$ cat src/rtl/psum_accum_unit.sv
// psum_accum_unit
// Multi-filter multiply/accumulate engine. Each accepted beat multiplies
// if_data by filt_data (stage S1), then adds the product into one of FILT_NUM
// partial-sum entries (stage S2). The base of the addition is either the
// stored entry or, on the first beat of a window, a seed (psum_in or zero).
// The last beat of a window publishes its result to the output buffer under
// an outbuf_full back-pressure handshake that freezes the whole pipeline.
//
// Ports:
//   clk, rst            clock (rising edge), asynchronous active-high reset
//   clr                 synchronous clear of entries, pipeline, output, flags
//   in_valid/in_ready   operand beat handshake (in_ready = ~stall_pipeline)
//   if_data, filt_data  unsigned operands
//   entry_addr          target partial-sum entry
//   first, last         window delimiters
//   seed_psum, psum_in  seed selection / external partial sum (with first)
//   outbuf_full         output buffer back-pressure
//   outbuf_write        write strobe to the output buffer
//   module_outval       result data, out_addr its entry index
//   psum_done           one-cycle pulse after a completed write
//   stall_pipeline      pipeline frozen
//   overflow            sticky wrap/clamp flag
module psum_accum_unit #(
    parameter int IF_WIDTH   = 8,
    parameter int FILT_WIDTH = 8,
    parameter int PSUM_WIDTH = 20,
    parameter int FILT_NUM   = 4,
    parameter int ADDR_LEN   = 2,
    parameter int SATURATE   = 0
) (
    input  logic                  clk,
    input  logic                  rst,
    input  logic                  clr,
    input  logic                  in_valid,
    output logic                  in_ready,
    input  logic [IF_WIDTH-1:0]   if_data,
    input  logic [FILT_WIDTH-1:0] filt_data,
    input  logic [ADDR_LEN-1:0]   entry_addr,
    input  logic                  first,
    input  logic                  last,
    input  logic                  seed_psum,
    input  logic [PSUM_WIDTH-1:0] psum_in,
    input  logic                  outbuf_full,
    output logic                  outbuf_write,
    output logic [PSUM_WIDTH-1:0] module_outval,
    output logic [ADDR_LEN-1:0]   out_addr,
    output logic                  psum_done,
    output logic                  stall_pipeline,
    output logic                  overflow
);

    localparam int PROD_WIDTH = IF_WIDTH + FILT_WIDTH;

    logic [PSUM_WIDTH-1:0] entries [FILT_NUM];

    // S1 stage registers
    logic                  s1_valid;
    logic [PSUM_WIDTH-1:0] s1_prod;
    logic [PSUM_WIDTH-1:0] s1_seed;
    logic [ADDR_LEN-1:0]   s1_addr;
    logic                  s1_first;
    logic                  s1_last;

    logic                  out_valid;

    logic                  accept;
    logic [PROD_WIDTH-1:0] prod;
    logic [PSUM_WIDTH-1:0] stored;
    logic                  addr_ok;
    logic [PSUM_WIDTH-1:0] base;
    logic [PSUM_WIDTH:0]   sum_ext;
    logic                  carry;
    logic [PSUM_WIDTH-1:0] result;
    logic                  s2_fire;

    assign stall_pipeline = out_valid & outbuf_full;
    assign in_ready       = ~stall_pipeline;
    assign outbuf_write   = out_valid & ~outbuf_full;
    assign accept         = in_valid & in_ready;
    assign prod           = PROD_WIDTH'(if_data) * PROD_WIDTH'(filt_data);

    // Look up the entry addressed by the S1 beat; an address beyond FILT_NUM
    // never matches, which makes the beat fall through S2 as a no-op.
    always_comb begin
        stored  = '0;
        addr_ok = 1'b0;
        for (int i = 0; i < FILT_NUM; i++) begin
            stored  = (s1_addr == ADDR_LEN'(i)) ? entries[i] : stored;
            addr_ok = addr_ok | (s1_addr == ADDR_LEN'(i));
        end
    end

    // S2 arithmetic: one extra bit catches the carry out of the accumulation.
    always_comb begin
        base    = s1_first ? s1_seed : stored;
        sum_ext = {1'b0, base} + {1'b0, s1_prod};
        carry   = sum_ext[PSUM_WIDTH];
        if (carry && (SATURATE != 0)) begin
            result = '1;
        end else begin
            result = sum_ext[PSUM_WIDTH-1:0];
        end
        s2_fire = s1_valid & addr_ok;
    end

    // S1: capture product and beat attributes; frozen while stalled.
    always_ff @(posedge clk or posedge rst) begin
        if (rst) begin
            s1_valid <= 1'b0;
            s1_prod  <= '0;
            s1_seed  <= '0;
            s1_addr  <= '0;
            s1_first <= 1'b0;
            s1_last  <= 1'b0;
        end else if (clr) begin
            s1_valid <= 1'b0;
            s1_prod  <= '0;
            s1_seed  <= '0;
            s1_addr  <= '0;
            s1_first <= 1'b0;
            s1_last  <= 1'b0;
        end else if (!stall_pipeline) begin
            s1_valid <= accept;
            if (accept) begin
                s1_prod  <= PSUM_WIDTH'(prod);
                s1_seed  <= seed_psum ? psum_in : '0;
                s1_addr  <= entry_addr;
                s1_first <= first;
                s1_last  <= last;
            end
        end
    end

    // S2: write back the accumulated value and record any overflow. The write
    // lands one edge before the next beat's S2, so no bypass is needed.
    always_ff @(posedge clk or posedge rst) begin
        if (rst) begin
            for (int i = 0; i < FILT_NUM; i++) begin
                entries[i] <= '0;
            end
            overflow <= 1'b0;
        end else if (clr) begin
            for (int i = 0; i < FILT_NUM; i++) begin
                entries[i] <= '0;
            end
            overflow <= 1'b0;
        end else if (!stall_pipeline && s2_fire) begin
            for (int i = 0; i < FILT_NUM; i++) begin
                if (s1_addr == ADDR_LEN'(i)) begin
                    entries[i] <= result;
                end
            end
            if (carry) begin
                overflow <= 1'b1;
            end
        end
    end

    // Output register and write handshake; a new last beat may reload the
    // register on the same edge the previous result is written out.
    always_ff @(posedge clk or posedge rst) begin
        if (rst) begin
            out_valid     <= 1'b0;
            module_outval <= '0;
            out_addr      <= '0;
            psum_done     <= 1'b0;
        end else if (clr) begin
            out_valid     <= 1'b0;
            module_outval <= '0;
            out_addr      <= '0;
            psum_done     <= 1'b0;
        end else if (stall_pipeline) begin
            psum_done     <= 1'b0;
        end else begin
            psum_done <= outbuf_write;
            if (s2_fire && s1_last) begin
                out_valid     <= 1'b1;
                module_outval <= result;
                out_addr      <= s1_addr;
            end else if (outbuf_write) begin
                out_valid     <= 1'b0;
            end
        end
    end

endmodule

$ cat config.mk
export PLATFORM = sky130hd
export DESIGN_NAME = psum_accum_unit
export DESIGN_NICKNAME = d
export VERILOG_FILES = /design/src/rtl/psum_accum_unit.sv
export SDC_FILE = /design/constraint.sdc
export NUM_CORES = 1
export LEC_CHECK = 0
export CORE_AREA = 2 2 128 142
export DETAILED_ROUTE_END_ITERATION = 10
export DIE_AREA = 0 0 130 144
export GPL_TIMING_DRIVEN = 0
export PLACE_DENSITY = 0.8
export SETUP_SLACK_MARGIN = 0.15
export SLEW_MARGIN = 20
export SYNTH_ARGS = -nofsm -noshare
export SYNTH_HDL_FRONTEND = slang
export SYNTH_SLANG_ARGS = --single-unit
export TNS_END_PERCENT = 10
$ cat constraint.sdc
create_clock -name clk -period 4.01 [get_ports clk]
set_input_delay 0.401 -clock clk [delete_from_list [all_inputs] [get_ports clk]]
set_output_delay 0.401 -clock clk [all_outputs]
set_load 0.01 [all_outputs]
Yosys cells after proc, flatten, opt, wreduce, memory -nomap -nowiden
Index checks and enable logic that the tools add are counted.
{ "totals": {"register_bits": 150, "output_inout_bits": 27, "word_cells": 95} }
{ "classes": {"addsub": 1, "multipliers": 1, "eq_ne": 4, "mux": 44, "bitwise_logic": 9, "reduce_logical": 21} }
{ "op_table": {"columns": ["operator", "count"], "rows": [
  ["20-bit two-way mux", 19],
  ["80-bit two-way mux", 2],
  ["20-bit by 20-bit adder with 21-bit output", 1],
  ["1-bit two-way mux", 17],
  ["8-bit by 8-bit multiplier with 16-bit output", 1],
  ["2-bit AND reduction", 8],
  ["2-bit nonzero test", 8],
  ["2-bit two-way mux", 6],
  ["1-bit AND", 4],
  ["2-bit equality test (second input constant)", 2],
  ["1-bit bitwise OR", 3],
  ["3-bit nonzero test", 1],
  ["2-bit by 1-bit equality test with 1-bit output (second input constant)", 1],
  ["1-bit logical AND", 2],
  ["2-bit zero test", 1],
  ["2-bit inequality test (second input constant)", 1],
  ["1-bit inverter", 2],
  ["1-bit zero test", 1]
]} }

Depth between registers and ports, before layout
Gate-level depths: netlist (run 1).
{ "depth": {"word_depth": 10, "depth_mapped": 17, "mapped_depth_nobuf": 17} }

Worst setup path after synthesis (run 1)
OpenSTA, ideal clock, no wires.
{ "synth_path": {"path_kind": "input to register", "from": "input port filt_data[2]", "to": "register s1_prod[14]", "arrival_ns": 3.838, "required_ns": 3.889, "setup_slack_ns": 0.051, "cell_stages": 16, "path_buffers": 0, "path_cell_list": "nand2_1 fa_1 fa_1 inv_1 fa_1 inv_1 fa_1 inv_1 ha_1 o21ai_0 inv_1 o21ai_0 a32oi_1 a211oi_1 xnor2_1 a22o_1"} }
{ "synth_between": {"elab_chain_len": 4} }
{ "synth_lines": {"columns": ["element", "line_no", "source"], "rows": [
  ["from (decl)", "37", "input logic [FILT_WIDTH-1:0] filt_data,"],
  ["8-bit by 8-bit multiplier with 16-bit output", "80", "assign prod = PROD_WIDTH'(if_data) * PROD_WIDTH'(filt_data);"],
  ["20-bit two-way mux", "124", "if (accept) begin"],
  ["20-bit two-way mux", "122", "end else if (!stall_pipeline) begin"],
  ["20-bit two-way mux", "115", "end else if (clr) begin"],
  ["to (signal assigned)", "125", "s1_prod <= PSUM_WIDTH'(prod);"],
  ["to (decl)", "58", "logic [PSUM_WIDTH-1:0] s1_prod;"]
]} }
Every way passes these cells. The select of a mux whose other input is x is not followed.
A chain may end at the register's enable or synchronous reset.

Worst setup path after layout (run 1)
{ "layout_path": {"from": "input port if_data[7]", "to": "register s1_prod[15]"} }
{ "layout_between": {"elab_chain_len": 4} }
{ "layout_lines": {"columns": ["element", "line_no", "source"], "rows": [
  ["from (decl)", "36", "input logic [IF_WIDTH-1:0] if_data,"],
  ["8-bit by 8-bit multiplier with 16-bit output", "80", null],
  ["20-bit two-way mux", "124", null],
  ["20-bit two-way mux", "122", null],
  ["20-bit two-way mux", "115", null]
]} }
Every way passes these cells. The select of a mux whose other input is x is not followed.

==> results of run 1 <==
## layout make-up
type	instances	share of cell area, %
clock buffer	20	4.126
sequential	146	33.01
timing repair buffer	83	7.505
clock inverter	11	0.9721
multi-input combinational	608	47.90
tap	238	2.690
buffer	39	1.729
inverter	60	2.068
## path summary, 6_finish.rpt
| kind | depth (start not counted) | start | slack, ps | end |
|---|---|---|---|---|
| max | 15 | if_data[7] | 200 | s1_prod[15]$_DFFE_PP0P_ |
| min | 2 | rst | 310 | module_outval[7]$_DFFE_PP0P_ |
| max reg2reg | 12 | s1_addr[0]$_DFFE_PP0P_ | 220 | module_outval[19]$_DFFE_PP0P_ |
| min reg2reg | 2 | module_outval[14]$_DFFE_PP0P_ | 470 | module_outval[14]$_DFFE_PP0P_ |
| max in group asynchronous | 4 | rst | 3000 | s1_prod[13]$_DFFE_PP0P_ |
| min in group clk | 2 | if_data[0] | 460 | s1_prod[0]$_DFFE_PP0P_ |
## per-layer routing
layer,up-vias,routed length [um],track usage [%]
li1,3224,-,-
met1,3553,9178,32.41
met2,278,12070,46.65
met3,62,1505,4.920
met4,0,869,11.83
met5,-,0,0
## cells by family (layout without fill, tap and decap cells)
| family | after synthesis | after routing |
|---|---|---|
| fa+ha+maj | 89 | 89 |
| mux | 75 | 75 |
| simple gates | 231 | 231 |
| flops | 146 | 146 |
| buf+inv | 100 | 213 |
| compound gates | 191 | 191 |
| xor+xnor | 22 | 22 |
## Yosys cell counts (3+ instances only)
| cell | instances |
|---|---|
| nand2_1 | 96 |
| mux4_2 | 20 |
| nor3_1 | 7 |
| a21oi_1 | 31 |
| o21ai_0 | 36 |
| and2_1 | 53 |
| a211oi_1 | 7 |
| o31ai_1 | 22 |
| ha_1 | 52 |
| o21ai_1 | 3 |
| dfrtp_1 | 146 |
| a21o_1 | 8 |
| o21a_1 | 5 |
| clkbuf_1 | 27 |
| buf_1 | 5 |
| mux2i_1 | 10 |
| nor2_1 | 39 |
| xor2_1 | 9 |
| nor3b_1 | 4 |
| nand2b_1 | 5 |
| fa_1 | 37 |
| and3_1 | 4 |
| inv_1 | 60 |
| xnor2_1 | 13 |
| nand3_1 | 11 |
| o21bai_1 | 5 |
| buf_2 | 7 |
| a22o_1 | 45 |
| mux2_2 | 45 |
## metrics by stage
stage / setup TNS [ps] / utilization [%] / hold slack, ps / cell area, sq um
after global routing: 0 / 63.54 / 329.8 / 11070
after floorplan: 0 / - / 443.2 / 9213
final: 0 / 63.54 / 306.0 / 11070
after global placement: -50110 / 58.73 / 456.0 / 10230
after CTS: 0 / 63.05 / 311.2 / 10980
after detailed placement: -49880 / 59.39 / 462.4 / 10350
## repair_timing
item | 4_1_cts | 5_1_grt
setup endpoints to repair | 96 | 39
buffers inserted | 1 | 5
pin swaps | 4 | 16
gates cloned | 0 | 0
endpoints found under the hold margin | 0 | 0
resized for setup | 70 | 41
hold buffers | 0 | 0
## power by group
part / switching (W) / internal, W / leakage [nW]
Clock: 0.000628 / 0.000886 / 0.272
Combinational: 0.00126 / 0.00106 / 2.87
Sequential: 0.000180 / 0.00179 / 1.99
## state kept, by name, summed over array words and instances, names as in the netlist, 2 cells and up
signal	cells
s1_addr	2
out_addr	2
entries	80
module_outval	20
s1_prod	16
s1_seed	20
## layout by cell type (no fill, tap or decap), types with 5 or more instances in the layout
master,n
fa_1,35
nor2_1,37
buf_2,14
xor2_1,7
and2_1,52
dfrtp_1,146
mux4_2,20
o21bai_1,5
nand3_1,11
ha_1,51
o21ai_0,28
a22o_1,45
nor3_1,6
inv_1,58
clkbuf_16,17
buf_4,11
a21oi_1,27
clkinv_4,5
nand2b_1,5
o31ai_1,22
a21o_1,8
o21a_1,5
mux2_2,45
nand2_1,96
mux2i_1,10
o21ai_1,7
xnor2_1,12
clkbuf_1,26
clkdlybuf4s50_1,57
o21ai_2,5
## worst max-delay path: stages
cell           delay (ps)
dlygate4sd2_1         320
and2_1                190
fa_1                  500
fa_1                  500
fa_1                  490
inv_1                  50
fa_1                  470
inv_1                  40
ha_1                  220
nor2_2                160
a21boi_2              220
o21a_1                190
o21ai_2                70
xnor2_1               120
a22o_1                190
==> impl_results.md, run 1 <==
- IO Pins: 73
- DR pass1 iterations: 5
- Pleak: 5.132 nW
- Cell count after synthesis: 854
- Largest fanout on the critical path: 8
- Routability cong.: 0.9424
- Crit start category: input port
- Setup crit end kind: register
- Share of layout cells above drive strength 1: 18.10%
- Worst skew pair latency: 430 ps
- Drt total wl: 23630 um
- Area of the multi-input gates: 0.005303 sq mm
- # nets final: 1090
- Gr ovfl total: 0
- Largest area contributor in the synthesized netlist: dfrtp_1
- # DRC: 0
- Largest cells by area after synthesis: dfrtp_1 (40%), fa_1 (8.0%), ha_1 (7.1%)
- Peak supply drop: 0.2370 mV
- Rows: 51
- Unrepaired setup endpoints after global routing: yes
- Final hold vios: 0
- Post-synth EDFFs: 0
- Fraction of registers with async set/reset: 100.0%
- Final setup viols: 0
- Die Y-Extent: 144 um
- Synthesized net count: 989
- CTS max path bufs: 2
- Post-route ant nets: 0
- Vias in the first global route: 7235
- Clock Tree Root: clkbuf_16
- Clock-pin slew on the worst setup and hold paths: 60 ps
- Diodes inserted: 0
- Placeable Area: 0.01742 sq mm
- DR WL/cell: 19.61 um
- Pwr dens: 524.7 mW/mm^2
- Largest net degree at the start of global routing: 34
- Main flop type after synthesis: dfrtp_1
- Synth Area in Adders: 15.11%
- Total GRT Usage: 26.78%
- Largest family of logic cells by synthesized area: compound AO/OA/AOI/OAI gates
- Status: finished clean
- CP Class: input port to register
- H-tree depth: 4
- Arrival @ worst endpoint: 4130 ps
- Distinct cells, synth: 63
- Pre-CTS WS: -920.9 ps
- Via-per-instance ratio: 5.906
- Final-report max-slew violation count: 0
- Initial DRC count: 531
- Synth top area share: 39.67%
- Slew @ Worst Pin: 887.8 ps
- CTS tree: built
- Worst slew margin: 40.82%
- Port bufs: 72
- Num CTS Buffers: 17
- Fill cells: 1368
- Simple-gate area share of the yosys netlist: 12.11%
- F_max: 262.4 MHz
- DPL Wire Length: 17630 um
- Post-synthesis mux area share: 11.48%
- Initial Utilization: 52.86%
- Final min period: 3811 ps
- Antenna violations before repair: 0
- First-pass GRT wire length: 38080 um
- Post-Synth XOR/XNOR Area: 2.092%
- Cell count after placement: 1169
- Critical Path RT: 4320 ps
- Final Skew: 8.764 ps
- Die width: 130 um
- Tcrit/Tclk final: 95.05%
- Reg area: 0.003654 sq mm
- Sequential area share after synthesis: 39.67%
- Yosys warns: 0
- Tot Pwr: 0.005808 W
- Maximum capacitance violations: 0
- Post-layout instance count excluding filler cells: 1205
- Seq cells post-synth: 146
- Die Area: 0.01872 sq mm
- Final WS setup: 198.6 ps
- Synth Area in Compound Gates: 15.29%
- Total clock sinks: 146
- Mapped Area: 0.009209 sq mm
- Layout area overhead: 20.20%
- Routed via count: 7117
- Post-synthesis average cell area: 10.78 sq um
- Hold/Removal Path Class: input port to async pin
(Power assumes the default switching activity.)
==> run 2: changes to the inputs <==
--- a/config.mk
+++ b/config.mk
@@ -6,6 +6,7 @@
 export NUM_CORES = 1
 export LEC_CHECK = 0
 export CORE_AREA = 2 2 128 142
+export CTS_CLUSTER_SIZE = 25
 export DETAILED_ROUTE_END_ITERATION = 10
 export DIE_AREA = 0 0 130 144
 export GPL_TIMING_DRIVEN = 0
==> results of run 2 <==
No change in the layout: final DEF, timing and power equal those of run 1.
